<file path="src/rtl/turn_sequencer.sv">
// Two-player turn controller for the tank game: gates action pulses to the active
// player, enforces the move budget, launches shots, tracks score and declares a winner.
module turn_sequencer #(
    parameter int MOVES_PER_TURN = 3,
    parameter int WIN_SCORE      = 3,
    parameter int SHOT_TIMEOUT   = 200
) (
    input  logic       clk,
    input  logic       reset,
    input  logic       left_x,
    input  logic       right_x,
    input  logic       left_aim,
    input  logic       right_aim,
    input  logic       shoot_pulse,
    input  logic       new_game,
    input  logic       proj_done,
    input  logic       proj_hit,
    output logic       player,
    output logic       move_l,
    output logic       move_r,
    output logic       aim_l,
    output logic       aim_r,
    output logic       fire,
    output logic       busy,
    output logic [1:0] moves_left,
    output logic [1:0] score_p1,
    output logic [1:0] score_p2,
    output logic       game_over,
    output logic       winner
);

    typedef enum logic [2:0] {
        IDLE,
        TURN,
        FLIGHT,
        SCORE,
        OVER
    } state_t;

    localparam logic [1:0] MOVES_RELOAD  = 2'(MOVES_PER_TURN);
    localparam logic [1:0] WIN_LEVEL     = 2'(WIN_SCORE);
    localparam logic [7:0] TIMEOUT_LEVEL = 8'(SHOT_TIMEOUT);

    state_t     state;
    logic [7:0] timer;
    logic [1:0] active_score;

    assign active_score = player ? score_p2 : score_p1;

    always_ff @(posedge clk or posedge reset) begin
        if (reset) begin
            state      <= IDLE;
            player     <= 1'b0;
            winner     <= 1'b0;
            move_l     <= 1'b0;
            move_r     <= 1'b0;
            aim_l      <= 1'b0;
            aim_r      <= 1'b0;
            fire       <= 1'b0;
            busy       <= 1'b0;
            moves_left <= 2'd0;
            score_p1   <= 2'd0;
            score_p2   <= 2'd0;
            game_over  <= 1'b0;
            timer      <= 8'd0;
        end else begin
            // Strobes are single-cycle: cleared every edge unless re-raised below.
            move_l <= 1'b0;
            move_r <= 1'b0;
            aim_l  <= 1'b0;
            aim_r  <= 1'b0;
            fire   <= 1'b0;

            if (new_game) begin
                state      <= TURN;
                player     <= 1'b0;
                score_p1   <= 2'd0;
                score_p2   <= 2'd0;
                moves_left <= MOVES_RELOAD;
                timer      <= 8'd0;
                busy       <= 1'b0;
                game_over  <= 1'b0;
            end else begin
                case (state)
                    TURN: begin
                        if (shoot_pulse) begin
                            fire  <= 1'b1;
                            busy  <= 1'b1;
                            timer <= 8'd0;
                            state <= FLIGHT;
                        end else if (left_x || right_x) begin
                            // An exhausted budget swallows the pulse entirely.
                            if (moves_left != 2'd0) begin
                                moves_left <= moves_left - 2'd1;
                                move_l     <= left_x;
                                move_r     <= ~left_x;
                            end
                        end else if (left_aim) begin
                            aim_l <= 1'b1;
                        end else if (right_aim) begin
                            aim_r <= 1'b1;
                        end
                    end

                    FLIGHT: begin
                        timer <= timer + 8'd1;
                        if (proj_done) begin
                            if (proj_hit && (active_score != WIN_LEVEL)) begin
                                if (player) begin
                                    score_p2 <= score_p2 + 2'd1;
                                end else begin
                                    score_p1 <= score_p1 + 2'd1;
                                end
                            end
                            state <= SCORE;
                        end else if (timer == TIMEOUT_LEVEL) begin
                            state <= SCORE;
                        end
                    end

                    SCORE: begin
                        busy <= 1'b0;
                        if (active_score == WIN_LEVEL) begin
                            winner    <= player;
                            game_over <= 1'b1;
                            state     <= OVER;
                        end else begin
                            player     <= ~player;
                            moves_left <= MOVES_RELOAD;
                            state      <= TURN;
                        end
                    end

                    IDLE, OVER: begin
                    end

                    default: begin
                        state <= IDLE;
                    end
                endcase
            end
        end
    end

endmodule

</file>
<file path="config.mk">
export PLATFORM = sky130hd
export DESIGN_NAME = turn_sequencer
export DESIGN_NICKNAME = d
export VERILOG_FILES = /design/src/rtl/turn_sequencer.sv
export SDC_FILE = /design/constraint.sdc
export NUM_CORES = 1
export LEC_CHECK = 0
export CORE_MARGIN = 3
export CORE_UTILIZATION = 26
export CTS_CLUSTER_SIZE = 20
export DETAILED_ROUTE_END_ITERATION = 10
export GPL_ROUTABILITY_DRIVEN = 1
export PLACE_DENSITY = 0.57
export SLEW_MARGIN = 20
export SYNTH_ARGS = -nofsm -noshare
export SYNTH_HDL_FRONTEND = slang
export SYNTH_SLANG_ARGS = --single-unit
</file>
<file path="constraint.sdc">
create_clock -name clk -period 4.35 [get_ports clk]
set_input_delay 0.6525 -clock clk [delete_from_list [all_inputs] [get_ports clk]]
set_output_delay 0.6525 -clock clk [all_outputs]
set_load 0.05 [all_outputs]
</file>
==> impl_summary.log, run 1 <==
INFO  metric run_status = complete, no violations
INFO  metric synth_simple_gate_area_share = 27.4%
INFO  metric timing.critical_path.arrival = around 2600 ps
INFO  metric grt_max_degree = 27
INFO  metric relative_slew_slack = a little under two fifths
INFO  metric worst_setup_sp = new_game
INFO  metric depth_of_the_cts_h_tree = 1
INFO  metric yosys_warnings = 0
INFO  metric most_frequent_standard_cell_in_the_layout_excluding_fill_and_tap_cells = dfrtp_1
INFO  metric worst_r2r_endpoint = aim_r
INFO  metric pwr_density_cell = 315 mW/mm^2
INFO  metric synthesis.nets = around 150
INFO  metric die_area = 0.00587 mm^2
INFO  metric number_of_antenna_repair_diodes = 0
INFO  metric vdd.ir_drop.worst = roughly 0.14 mV
INFO  metric rsz0062_at_grt = false
INFO  metric synth_enable_flop_cells = 0
INFO  metric worst-path-buf-inv = 1
INFO  metric cts_sinks = 26
INFO  metric critPathRequiredTime = between 4000 and 5000 ps
INFO  metric tns = 0 ps
INFO  metric finish.net_count = roughly 170
INFO  metric maxCapViolCount = 0
INFO  metric vias_in_the_first_global_route = 1100
INFO  metric post_route_cells_drive_above_1_share = 4.43%
INFO  metric worst_pin_slew = slightly above 900 ps
INFO  metric worst_hold_slack = 499 ps
INFO  metric grt_pass1_wl = just under 5000 um
INFO  metric post_cts_resize_count = 0
INFO  metric reg2reg_setup_slack = roughly 2500 ps
INFO  metric final.period_utilization = 55.4%
INFO  metric netlist_area = about 0.0013 mm^2
INFO  metric hold_end = game_over
INFO  metric filler_cell_count_in_the_final_layout = around 480
INFO  metric synth_area_per_cell = 9.61 um^2
INFO  metric buffer_ports.inserted = 24
INFO  metric synth_mux_area_share = less than 1%
INFO  metric cpMaxStageDelayCell = clkdlybuf4s50_1
INFO  metric ys_dominant_reg_cell = dfrtp_1
INFO  metric cts_buffer_depth = 2
INFO  metric share_of_the_synthesized_area_in_compound_gates_ao_oa_aoi_oai = between 10% and 20%
INFO  metric postRouteWirelength = between 2000 and 3000 um
INFO  metric synth-xor-area-share = ~2.7%
INFO  metric setup.worst_path.end_class = register
INFO  metric crit_fanout = 19
INFO  metric clock.fmax = around 0.42 GHz
INFO  metric category_of_the_worst_setup_path_launch_point = primary input
INFO  metric r2r-start = state[0]
INFO  metric via_count_normalized_by_instance_count = approximately 4.6
INFO  metric unique_cell_type_count_in_the_yosys_netlist = 35
INFO  metric slowest_delay = between 700 and 800 ps
INFO  metric cts_hold_buffers = 0
INFO  metric tritoncts = built
INFO  metric clock-skew-final = slightly below 5 ps
INFO  metric row_count = 25
INFO  metric synth.yosys.seq_area_share = between 50% and 60%
INFO  metric grt_overflow = 0
INFO  metric detailedPlacementHpwl = just under 2000 um
INFO  metric area_delta_synth_final = 28.4%
INFO  metric hold_path_startpoint = game_over
INFO  metric routed-via-count = around 1000
INFO  metric cts_root_buffer = clkbuf_8
INFO  metric die_height = roughly 77 um
INFO  metric drt_drc_violations_left = 0
INFO  metric min_path_cells = 2
INFO  metric routed_wire_length_per_instance = around 12 um
INFO  metric cts-buffers-inserted = 3
INFO  metric final-setup-viol-count = 0
INFO  metric synthesized_area_fraction_occupied_by_adder_cells = under 10%
INFO  metric floorplan.initialDensity = between 20 and 30%
INFO  metric grt_antenna_before_repair = 0
INFO  metric length_in_cells_of_the_worst_reg_to_reg_path = 4
INFO  metric largest_family_of_logic_cells_by_synthesized_area = simple AND/OR/NAND/NOR gates
INFO  metric synth_seq_cells = 26
INFO  metric grt.total_usage = between 10% and 20%
INFO  metric synthesis.instances = approximately 140
INFO  metric gp_routability_congestion = 0.801
INFO  metric timing.critical_path.max_delay_family = simple AND/OR/NAND/NOR gates
INFO  metric clk_pin_slew_worst_paths = approximately 90 ps
INFO  metric cp_cell_sequence = clkdlybuf4s50_1 -> or4b_4 -> or4_1 -> nand3_1
INFO  metric final_cell_mix = dfrtp_1 (26), clkdlybuf4s50_1 (24), nor2_1 (17), nand2_1 (11), inv_1 (8)
INFO  metric worstHoldPathType = reg -> reg
INFO  metric post-cts-setup-buffer-count = 0
INFO  metric count_of_antenna_violating_nets_left_after_detailed_routing = 0
INFO  metric timing.final.crit_period = about 2400 ps
INFO  metric number_of_drc_markers_after_the_initial_detailed_route_iteration = between 70 and 80
INFO  metric timing.final.max_slew_violations = 0
INFO  metric boundaryPins = 25
INFO  metric floorplan.die.width = 76.6 um
INFO  metric power.leakage = roughly 0.72 nW
INFO  metric worstSkewPairLatency = about 270 ps
INFO  metric floorplan.core_area = approximately 0.0048 mm^2
INFO  metric timing_worst_setup_path_type = in -> reg
INFO  metric final-hold-violation-count = 0
INFO  metric drtPass1Iterations = 4
INFO  metric asyncSetResetFlopFracSynth = 100%
[through the flow]
stage / worst slack [ps] / std cells / cell area (um^2) / power, mW / utilization [%]
global placement: 1720 / 221 / 1600 / 0.331 / 33.3
detailed placement: 1660 / 221 / 1600 / 0.333 / 33.3
global route: 1860 / 225 / 1670 / 0.551 / 34.8
CTS: 1950 / 225 / 1670 / 0.534 / 34.8
finish: 1940 / 225 / 1670 / 0.526 / 34.8
floorplan: 2520 / 135 / 1300 / 0.307 / -
[per-layer routing]
metal  vias up  wire length [um]  track usage, %
met5         -                 0               0
li1        519                 -               -
met4         0                15            2.17
met1       502              1300            13.2
met2        21              1280            17.0
met3         2               127            3.19
[worst reg2reg max path: stages (launching register included)]
cell and delay [ps]:
dfrtp_1 430, nor2b_1 600, nand2_1 140, or4_1 450, nor3b_1 200
[state kept, by name, indices dropped and copies added (netlist names), 2 cells and up]
name / count
moves_left: 2
timer: 8
score_p2: 2
state: 3
score_p1: 2
[Yosys cell counts, types with 3 or more instances]
cell | n | share of area (%)
and2_1 | 3 | 1.4
dfrtp_1 | 26 | 50
a21oi_1 | 6 | 2.3
inv_1 | 9 | 2.6
nor2_1 | 17 | 4.9
nor2b_1 | 3 | 1.4
nand3_1 | 3 | 1.2
ha_1 | 3 | 2.9
clkbuf_1 | 4 | 1.2
nor3_1 | 3 | 1.2
o21ai_0 | 7 | 2.7
nand4_1 | 4 | 1.9
and3_1 | 4 | 1.9
nand3b_1 | 3 | 1.7
a31oi_1 | 3 | 1.4
nand2_1 | 11 | 3.2
[power by group]
group | internal, mW | switching [mW] | total [mW] | leakage, nW
clock network | 0.123 | 0.0746 | 0.198 | 0.0357
registers | 0.248 | 0.00837 | 0.256 | 0.347
logic | 0.0270 | 0.0445 | 0.0715 | 0.336
total | 0.398 | 0.128 | 0.526 | 0.719
[final cells by class]
type / count / area [um^2] / share of cell area (%)
clock buffers: 3 / 41.3 / 2.48
multi-input cells: 95 / 587 / 35.2
clock inverters: 1 / 30.0 / 1.80
well taps: 67 / 83.8 / 5.03
flip-flops and latches: 26 / 651 / 39.0
repair buffers: 24 / 240 / 14.4
inverters: 9 / 33.8 / 2.03
[cells by family (layout without fill, tap and decap cells)]
kind of cell,count (synthesis),in the layout
adders and majority gates,3,3
and+or+nand+nor,63,63
muxes,1,1
xor gates and xnor gates,4,4
buffers and inverters,14,37
AOI/OAI and AO/OA,24,24
DFF,26,26
[worst max-delay path by stage]
stage	endpoint	slack [ps]	depth (start not counted)
final	timer[7]	1940	4
after global routing	timer[7]	1860	4
after CTS	timer[7]	1950	4
after detailed placement	timer[7]	1660	4
after global placement	timer[7]	1720	4
after floorplan	timer[7]	2520	4
No activity file was read; power rests on OpenSTA's default activity.
==> run 2, diff against run 1 <==
- clock period: 4.35 -> 2.5 ns (I/O delays scaled with it)
==> impl_summary.log, run 2 (synthesis gave the netlist of run 1 again) <==
INFO  metric clock-skew-final = 7.16 ps (+2.29 ps)
INFO  metric clock.fmax = between 0.5 and 0.6 GHz
INFO  metric crit_fanout = 9 (-10)
INFO  metric final_cell_mix = dfrtp_1 (26), clkdlybuf4s50_1 (24), nor2_1 (17), nand2_1 (11), inv_1 (9)
INFO  metric most_frequent_standard_cell_in_the_layout_excluding_fill_and_tap_cells = dfrtp_1
INFO  metric clk_pin_slew_worst_paths = 90 ps (about the same)
INFO  metric floorplan.initialDensity = 27.1% (unchanged)
INFO  metric worstHoldPathType = in -> async
INFO  metric worstSkewPairLatency = 270 ps (about the same)
INFO  metric run_status = complete, no violations
INFO  metric tritoncts = built
INFO  metric post-cts-setup-buffer-count = 0 (unchanged)
INFO  metric max_reg_flops = 8 (unchanged)
INFO  metric finish.net_count = 176 (+2.3%)
INFO  metric die_height = 76.6 um (unchanged)
INFO  metric final-hold-violation-count = 0 (unchanged)
INFO  metric rsz0062_at_grt = false
INFO  metric grt_pass1_wl = 4940 um (-0.28%)
INFO  metric reg2reg_setup_slack = 770 ps (-1680 ps)
INFO  metric timing_worst_setup_path_type = reg -> out
INFO  metric worst_pin_slew = 579 ps (-340 ps)
INFO  metric top_regs = timer (8), state (3)
INFO  metric postLayoutSetupSlackWorst = 503 ps (-1440 ps)
INFO  metric critPathRequiredTime = 2120 ps (-2440 ps)
INFO  metric worst-path-buf-inv = 1 (unchanged)
INFO  metric vdd.ir_drop.worst = 0.326 mV (+130%)
INFO  metric detailedPlacementHpwl = 2090 um (+6.8%)
INFO  metric depth_of_the_cts_h_tree = 1 (unchanged)
INFO  metric number_of_drc_markers_after_the_initial_detailed_route_iteration = 78 (+1.3%)
INFO  metric pwr_density_cell = 546 mW/mm^2 (+73%)
INFO  metric count_of_antenna_violating_nets_left_after_detailed_routing = 0 (unchanged)
INFO  metric area_of_the_multi_input_gates = 587 um^2 (unchanged)
INFO  metric postLayoutCoreUtil = 35.5% (+0.63 points)
INFO  metric place_worst_setup_slack = 534 ps (-1130 ps)
INFO  metric power.leakage = 0.742 nW (+3.2%)
INFO  metric placed_cells = 225 (+1.8%)
INFO  metric die_area = 0.00587 mm^2 (unchanged)
INFO  metric postRouteWirelength = 2820 um (+3.5%)
INFO  metric grt_overflow = 0 (unchanged)
INFO  metric cp_cell_sequence = clkdlybuf4s50_1
INFO  metric final.period_utilization = between 70% and 80%
INFO  metric grt.total_usage = 10.2% (-0.047 points)
INFO  metric cts-buffers-inserted = 3 (unchanged)
INFO  metric category_of_the_worst_setup_path_launch_point = register
INFO  metric grt_antenna_before_repair = 0 (unchanged)
INFO  metric drt_drc_violations_left = 0 (unchanged)
INFO  metric tns = 0 ps (unchanged)
INFO  metric drtPass1Iterations = 4 (unchanged)
INFO  metric seqCellArea = 651 um^2 (unchanged)
INFO  metric grt_max_degree = 27 (unchanged)
INFO  metric cpMaxStageDelayCell = clkdlybuf4s50_1
INFO  metric floorplan.core_area = 0.00479 mm^2 (unchanged)
INFO  metric cp_num_cells = 1 (-3)
INFO  metric timing.critical_path.arrival = 1620 ps (-1000 ps)
INFO  metric routed_wire_length_per_instance = 12.3 um (+1.7%)
INFO  metric boundaryPins = 25 (unchanged)
INFO  metric buffer_ports.inserted = 24 (unchanged)
INFO  metric area_delta_synth_final = 30.8%
INFO  metric cts_hold_buffers = 0 (unchanged)
INFO  metric number_of_antenna_repair_diodes = 0 (unchanged)
INFO  metric top_register = timer
INFO  metric cts_sinks = 26 (unchanged)
INFO  metric vias_in_the_first_global_route = 1083 (-1.5%)
INFO  metric timing.critical_path.max_delay_family = buffers and inverters
INFO  metric routed-via-count = 1080 (+3.4%)
INFO  metric via_count_normalized_by_instance_count = 4.72 (+1.6%)
INFO  metric row_count = 25 (unchanged)
INFO  metric relative_slew_slack = 61.1% (+23 points)
INFO  metric setup.worst_path.end_class = output pin
INFO  metric post_cts_resize_count = 0 (unchanged)
INFO  metric floorplan.die.width = 76.6 um (unchanged)
INFO  metric cts_buffer_depth = 2 (unchanged)
INFO  metric filler_cell_count_in_the_final_layout = 491 (+1.4%)
INFO  metric timing.final.crit_period = 2000 ps
INFO  metric gp_routability_congestion = 0.864 (+7.8%)
INFO  metric post_route_cells_drive_above_1_share = 6.79% (+2.4 points)
INFO  metric length_in_cells_of_the_worst_reg_to_reg_path = 4 (unchanged)
INFO  metric maxCapViolCount = 0 (unchanged)
INFO  metric timing.final.max_slew_violations = 0 (unchanged)
INFO  metric final-setup-viol-count = 0 (unchanged)
INFO  metric slowest_delay = 860 ps (+100 ps)
INFO  metric post_layout_nonfiller_instances = 229 (+1.8%)
INFO  metric cts_root_buffer = clkbuf_8
## run 2: cell types whose count changed in the layout (fill, tap and decap cells not counted), sizes merged
| cell | delta |
|---|---|
| inv | +1 |
| clkinv | -1 |
| buf | +4 |
## run 2: per-layer routing
| layer | global-route usage, % | share of wire (%) | vias up |
|---|---|---|---|
| li1 | - | - | 529 |
| met1 | 13.5 | 47 | 521 |
| met2 | 16.9 | 47 | 28 |
| met3 | 3.07 | 5.4 | 2 |
| met4 | 1.63 | 0.28 | 0 |
| met5 | 0 | 0 | - |
## run 2: area by class of cell
type                    count  area share (%)
inverters                   9            1.99
clock inverters             1            1.77
well taps                  67            4.94
repair buffers             28            15.9
clock buffers               3            2.43
flip-flops and latches     26            38.3
multi-input cells          95            34.6
## run 2: stage by stage
step	hold WS [ps]	instance area [um^2]	power [mW]
5_1_grt	510	1700	0.973
3_5_place_dp	492	1630	0.585
6_report	451	1700	0.926
4_1_cts	461	1700	0.941
2_1_floorplan	415	1300	0.534
3_3_place_gp	490	1630	0.583
## run 2: worst paths after layout
kind	startpoint	end
min in group clk	game_over	game_over
min reg2reg	game_over	game_over
max	player	player
max reg2reg	state[1]	timer[5]
max in group asynchronous	reset	state[0]
min	reset	timer[6]
## run 2: power breakdown
| group | switching [mW] | internal, mW | total [mW] |
|---|---|---|---|
| Clock | 0.136 | 0.214 | 0.351 |
| Sequential | 0.0143 | 0.432 | 0.446 |
| Combinational | 0.0773 | 0.0519 | 0.129 |
| Total | 0.228 | 0.698 | 0.926 |
